<file path="config.mk">
export PLATFORM = sky130hd
export DESIGN_NAME = cla_pipelined_adder
export DESIGN_NICKNAME = d
export VERILOG_FILES = /design/src/rtl/cla_pipelined_adder.sv
export SDC_FILE = /design/constraint.sdc
export NUM_CORES = 1
export LEC_CHECK = 0
export ABC_AREA = 1
export CAP_MARGIN = 5
export CORE_ASPECT_RATIO = 0.6
export CORE_UTILIZATION = 45
export CTS_CLUSTER_DIAMETER = 30
export DETAILED_ROUTE_END_ITERATION = 8
export PLACE_DENSITY = 0.76
export SLEW_MARGIN = 20
export SYNTH_ARGS = -nofsm -noshare
export SYNTH_HDL_FRONTEND = slang
export SYNTH_SLANG_ARGS = --single-unit
</file>
<file path="constraint.sdc">
create_clock -name clk -period 3.1 [get_ports clk]
set_clock_uncertainty 0.15 [all_clocks]
set_input_delay 0.775 -clock clk [delete_from_list [all_inputs] [get_ports clk]]
set_output_delay 0.775 -clock clk [all_outputs]
set_load 0.03 [all_outputs]
</file>
<file path="src/rtl/cla_pipelined_adder.sv">
// Two-stage pipelined carry-lookahead adder/subtractor with valid/ready on both sides.
// Stage 1 registers bit and group propagate/generate; stage 2 resolves carries and flags.
module cla_pipelined_adder #(
  parameter int WIDTH = 32,
  parameter int GROUP = 4
) (
  input  logic             clk,
  input  logic             rst_n,
  input  logic             in_valid,
  output logic             in_ready,
  input  logic [WIDTH-1:0] a,
  input  logic [WIDTH-1:0] b,
  input  logic             cin,
  input  logic             sub,
  output logic             out_valid,
  input  logic             out_ready,
  output logic [WIDTH-1:0] sum,
  output logic             cout,
  output logic             ovf,
  output logic             zero
);

  localparam int NG = WIDTH / GROUP;

  if ((WIDTH % GROUP) != 0) begin : g_bad_width
    $error("cla_pipelined_adder: WIDTH must be a multiple of GROUP");
  end
  if ((GROUP != 2) && (GROUP != 4) && (GROUP != 8)) begin : g_bad_group
    $error("cla_pipelined_adder: GROUP must be 2, 4 or 8");
  end

  // stage 1 combinational terms
  logic [WIDTH-1:0] b_eff_s;
  logic             c0_s;
  logic [WIDTH-1:0] p_s;
  logic [WIDTH-1:0] g_s;
  logic [NG-1:0]    gp_s;
  logic [NG-1:0]    gg_s;

  // stage 1 registers
  logic [WIDTH-1:0] p_d, p_q;
  logic [WIDTH-1:0] g_d, g_q;
  logic [NG-1:0]    gp_d, gp_q;
  logic [NG-1:0]    gg_d, gg_q;
  logic             c0_d, c0_q;
  logic             a_msb_d, a_msb_q;
  logic             b_msb_d, b_msb_q;
  logic             s1_valid_d, s1_valid_q;
  logic             ready_en_d, ready_en_q;

  // stage 2 combinational terms
  logic [NG:0]      gc_s;
  logic [WIDTH-1:0] c_s;
  logic [WIDTH-1:0] sum_s;
  logic             cout_s;
  logic             ovf_s;
  logic             zero_s;

  // output registers
  logic [WIDTH-1:0] sum_d, sum_q;
  logic             cout_d, cout_q;
  logic             ovf_d, ovf_q;
  logic             zero_d, zero_q;
  logic             out_valid_d, out_valid_q;

  logic             adv2_s;
  logic             accept_s;

  // Handshake: stage 2 advances when the output slot is empty or being drained.
  always_comb begin
    adv2_s   = s1_valid_q & (~out_valid_q | out_ready);
    in_ready = ready_en_q & (~s1_valid_q | adv2_s);
    accept_s = in_valid & in_ready;
  end

  // Operand transform, bit p/g and flat per-group P/G.
  always_comb begin
    logic term;
    b_eff_s = sub ? ~b : b;
    c0_s    = sub ? 1'b1 : cin;
    p_s     = a ^ b_eff_s;
    g_s     = a & b_eff_s;
    gp_s    = {NG{1'b0}};
    gg_s    = {NG{1'b0}};
    term    = 1'b0;
    for (int k = 0; k < NG; k++) begin
      gp_s[k] = &p_s[k*GROUP +: GROUP];
      for (int j = 0; j < GROUP; j++) begin
        term = g_s[k*GROUP + j];
        for (int m = j + 1; m < GROUP; m++) begin
          term = term & p_s[k*GROUP + m];
        end
        gg_s[k] = gg_s[k] | term;
      end
    end
  end

  // Stage 1 next state: load on accept, drain on advance, otherwise hold.
  always_comb begin
    ready_en_d = 1'b1;
    if (accept_s) begin
      p_d        = p_s;
      g_d        = g_s;
      gp_d       = gp_s;
      gg_d       = gg_s;
      c0_d       = c0_s;
      a_msb_d    = a[WIDTH-1];
      b_msb_d    = b_eff_s[WIDTH-1];
      s1_valid_d = 1'b1;
    end else begin
      p_d        = p_q;
      g_d        = g_q;
      gp_d       = gp_q;
      gg_d       = gg_q;
      c0_d       = c0_q;
      a_msb_d    = a_msb_q;
      b_msb_d    = b_msb_q;
      s1_valid_d = adv2_s ? 1'b0 : s1_valid_q;
    end
  end

  // Stage 1 register bank.
  always_ff @(posedge clk or negedge rst_n) begin
    if (!rst_n) begin
      p_q        <= {WIDTH{1'b0}};
      g_q        <= {WIDTH{1'b0}};
      gp_q       <= {NG{1'b0}};
      gg_q       <= {NG{1'b0}};
      c0_q       <= 1'b0;
      a_msb_q    <= 1'b0;
      b_msb_q    <= 1'b0;
      s1_valid_q <= 1'b0;
      ready_en_q <= 1'b0;
    end else begin
      p_q        <= p_d;
      g_q        <= g_d;
      gp_q       <= gp_d;
      gg_q       <= gg_d;
      c0_q       <= c0_d;
      a_msb_q    <= a_msb_d;
      b_msb_q    <= b_msb_d;
      s1_valid_q <= s1_valid_d;
      ready_en_q <= ready_en_d;
    end
  end

  // Group carries as a two-level sum of products, then ripple inside each group.
  always_comb begin
    logic term;
    logic acc;
    logic c;
    gc_s    = {(NG+1){1'b0}};
    c_s     = {WIDTH{1'b0}};
    term    = 1'b0;
    acc     = 1'b0;
    c       = 1'b0;
    gc_s[0] = c0_q;
    for (int k = 0; k < NG; k++) begin
      term = c0_q;
      for (int m = 0; m <= k; m++) begin
        term = term & gp_q[m];
      end
      acc = term;
      for (int m = 0; m <= k; m++) begin
        term = gg_q[m];
        for (int n = m + 1; n <= k; n++) begin
          term = term & gp_q[n];
        end
        acc = acc | term;
      end
      gc_s[k+1] = acc;
    end
    for (int k = 0; k < NG; k++) begin
      c = gc_s[k];
      for (int j = 0; j < GROUP; j++) begin
        c_s[k*GROUP + j] = c;
        c = g_q[k*GROUP + j] | (p_q[k*GROUP + j] & c);
      end
    end
    sum_s  = p_q ^ c_s;
    cout_s = gc_s[NG];
    ovf_s  = (a_msb_q == b_msb_q) & (sum_s[WIDTH-1] != a_msb_q);
    zero_s = ~|sum_s;
  end

  // Output stage next state: capture on advance, clear valid once popped.
  always_comb begin
    if (adv2_s) begin
      sum_d       = sum_s;
      cout_d      = cout_s;
      ovf_d       = ovf_s;
      zero_d      = zero_s;
      out_valid_d = 1'b1;
    end else begin
      sum_d       = sum_q;
      cout_d      = cout_q;
      ovf_d       = ovf_q;
      zero_d      = zero_q;
      out_valid_d = out_ready ? 1'b0 : out_valid_q;
    end
  end

  // Output register bank.
  always_ff @(posedge clk or negedge rst_n) begin
    if (!rst_n) begin
      sum_q       <= {WIDTH{1'b0}};
      cout_q      <= 1'b0;
      ovf_q       <= 1'b0;
      zero_q      <= 1'b0;
      out_valid_q <= 1'b0;
    end else begin
      sum_q       <= sum_d;
      cout_q      <= cout_d;
      ovf_q       <= ovf_d;
      zero_q      <= zero_d;
      out_valid_q <= out_valid_d;
    end
  end

  assign sum       = sum_q;
  assign cout      = cout_q;
  assign ovf       = ovf_q;
  assign zero      = zero_q;
  assign out_valid = out_valid_q;

endmodule
</file>
==> flow_summary.ini <==
[critical_path]
worstPathRequired_ps = 3300
cp_data_arrival_time_ps = 3280
path_cells = nor2_1 > nand2_1 > nand3_2 > nand2_2 > nand2_2 > nand2_2 > a21o_1 > buf_6 > ha_4 > or2_4 > ha_4 > or2_4 > ha_4 > nor4_4 > nand4_1 > nor2_1 > nand3_1 > nand2_1
slowest_delay_ps = 380
crit_slowest_cell = dfrtp_1
path_class = register to register
cp_top_family = simple AND/OR/NAND/NOR gates
worst-path-buf-inv = 1
reg2reg_setup_slack_ps = 20
cp_max_fo = 2
startpoint_type = register
critical_path.endpoint_type = register

[sta]
min_period_ps = 3078
fin_ws_ps = 22.24
fmax_mhz = 324.9
tns_ps = 0
finalSetupViolCount = 0
maxSlewHeadroom_pct = 47.22
rsz0062_at_grt = yes
hold_viol = 0
slew_violations = 0
min_period_over_period_pct = 99.28
worst_slew_pin_slew_ps = 791.6

[power]
ir_drop_mv = 0.3890
power.density_nw_per_um2 = 789.5
total_power_mw = 6.312
power_leakage_nw = 3.960

[logic_synthesis]
syn_inst = 645
ys_seq_area_share_pct = 48.25
synth_nets = 771
ys_ff_latch = 113
netlist_area_um2 = 5861
netlist-cell-type-count = 33
syn_area_per_cell_um2 = 9.086
synth-warning-count = 0

[layout]
syn_to_final_growth_pct = 36.40
final_cell_area_um2 = 7994
fin_util_pct = 64.61
n_antenna_cell = 0
drive_above_1_share_pct = 13.03
nFillCells = 957
nNetsFinal = 888

[global_route]
grt_usage_pct = 23.36
grt.overflow.total = 0
grt_start_max_net_pins = 64
grt_pass1_wl_um = 23790
antenna_found_initial = 0
grt_pass1_vias = 4646

[floorplan]
io_pins = 107
die-area_um2 = 13500
num_rows = 31
coreArea_um2 = 12370
die_height_um = 90.40
start_util_pct = 47.37
fp.dieW_um = 149.3

[cts]
cts_tree = done
cts_max_level = 4
path_clk_slew_ps = 50
clk-insertion-delay-late_ps = 410
cts-root-buf = clkbuf_16
cts_buffers = 17
clock_path_buffers = 2
cts_sinks = 113

[detailed_routing]
vias_per_cell = 5.147
first_pass_iters = 5
wl_met1_um = 7444
vias = 4838
top_layer = met4
ant_nets = 0
wl_met2_um = 6291
avgRoutedWirePerCell_um = 16.12
wirelength_um = 15150
drtIter0Drc = 384
met3WireLength_um = 1239
drc = 0

[run]
cap_viol_max_count = 0

[place]
io_buffers = 106
dp_hpwl_um = 10980
place_ws_ps = -116.6
gp_congestion = 0.8796
placed_cell_area_um2 = 7113

[hold_path]
min_path_type = input pin to asynchronous set/reset pin

[outcome]
status = finished clean
==> layout by cell type, fill, tap and decap left out, types with 3 or more instances in the layout <==
cell and n:
clkbuf_8 3, inv_1 64, nand3_1 5, nor2_1 10, o211ai_1 4, dfrtp_1 113
a21oi_1 10, clkdlybuf4s50_1 103, clkbuf_16 17, inv_2 3, o21ai_0 65, nand2_2 5
nand2_1 193, nor4_1 3, buf_4 15, or2_2 11, o221ai_1 4, buf_12 4
bufinv_16 4, or2_4 5, o41ai_2 5, xor2_1 38, ha_4 7, ha_1 48
clkinv_2 4
==> cells by family (layout without fill, tap and decap cells) <==
kind of cell	after synthesis	in the layout	share of synthesized area, %
buffers and inverters	93	223	6.640
and+or+nand+nor	245	245	17.12
adders and majority gates	56	56	11.96
DFF	113	113	48.25
AOI/OAI and AO/OA	97	97	9.992
xor gates and xnor gates	40	40	5.978
other	1	1	0.06399
==> report_power, final <==
part | total [mW] | internal [mW] | switching (mW)
Combinational | 2.16 | 0.933 | 1.23
Sequential | 2.08 | 1.83 | 0.250
Clock | 2.07 | 1.40 | 0.666
Total | 6.31 | 4.16 | 2.15
==> area by class of cell <==
class                      count  area, um^2  area share (%)
clock inverter                10       156.4           1.956
inverter                      67       251.5           3.146
sequential                   113        2828           35.37
timing repair buffer         124        1240           15.51
tap                          165       206.4           2.583
multi-input combinational    439        2838           35.50
clock buffer                  22       474.2           5.932
==> per-layer routing <==
metal  up-vias  global-route usage, %
met5         -                      0
li1       2310                      -
met1      2316                  34.32
met3        16                  7.323
met2       196                  32.33
met4         0                  7.568
==> flip-flops by register name, summed over array words and instances (netlist names), 8 cells and up <==
register and flops:
p_q 32, sum 32, g_q 24, gg_q 8, gp_q 8
==> synth_stat cells <==
master      n  area (um^2)
a221oi_1    1        8.760
o211ai_1    4        30.03
nor4_1      6        37.54
ha_1       56        700.7
o21a_1      1        7.510
buf_4       4        30.03
nand2_1   197        739.5
nand3_2     1        10.01
xor2_1     40        350.3
nand3_1     6        30.03
dfrtp_1   113         2828
o21ai_1     1        5.000
inv_2       3        11.26
nand2_2     1        6.260
o41ai_2     5        81.33
a21oi_1    10        50.05
nor2_1     12        45.04
clkbuf_1    7        26.28
a21o_1      2        15.01
buf_6       1        11.26
o22ai_1     1        6.260
inv_1      64        240.2
a21oi_2     1        8.760
nand4_1     2        12.51
or2_2      16        100.1
nor3_1      2        10.01
o221ai_1    4        35.03
o21bai_1    1        7.510
and2_1      1        6.260
buf_2      14        70.07
o21ai_0    66        330.3
conb_1      1        3.750
nor2_2      1        6.260
==> worst register-to-register path, stage by stage (launching register included) <==
cell,delay [ps]
dfrtp_1,380
nor2_1,90
nand2_1,80
nand3_2,60
nand2_2,60
nand2_2,70
nand2_2,50
a21o_1,180
buf_6,130
ha_4,150
or2_4,240
ha_4,160
or2_4,230
ha_4,250
nor4_4,280
nand4_1,150
nor2_1,170
nand3_1,100
nand2_1,70
==> path summary, 6_finish.rpt <==
path,end,cells after the start,from
setup / recovery,zero,18,gg_q[1]
hold / removal,sum[17],1,rst_n
setup reg to reg,zero,18,gg_q[1]
hold reg to reg,g_q[5],2,g_q[5]
max in group asynchronous,p_q[29],2,rst_n
min in group clk,g_q[5],2,g_q[5]
==> repair_timing <==
| action | 4_1_cts | 5_1_grt |
|---|---|---|
| setup buffers | 5 | 2 |
| endpoints found under the setup margin | 1 | 5 |
| resized for setup | 13 | 23 |
| hold buffers | 0 | 0 |
| pin swaps | 11 | 18 |
==> per-stage QoR <==
step                hold WS, ps  std cells
detailed placement        317.2        901
global route              352.1        940
CTS                       316.4        938
floorplan                 284.5        645
finish                    292.6        940
global placement          306.5        901
Power figures use the tool's default switching activity.
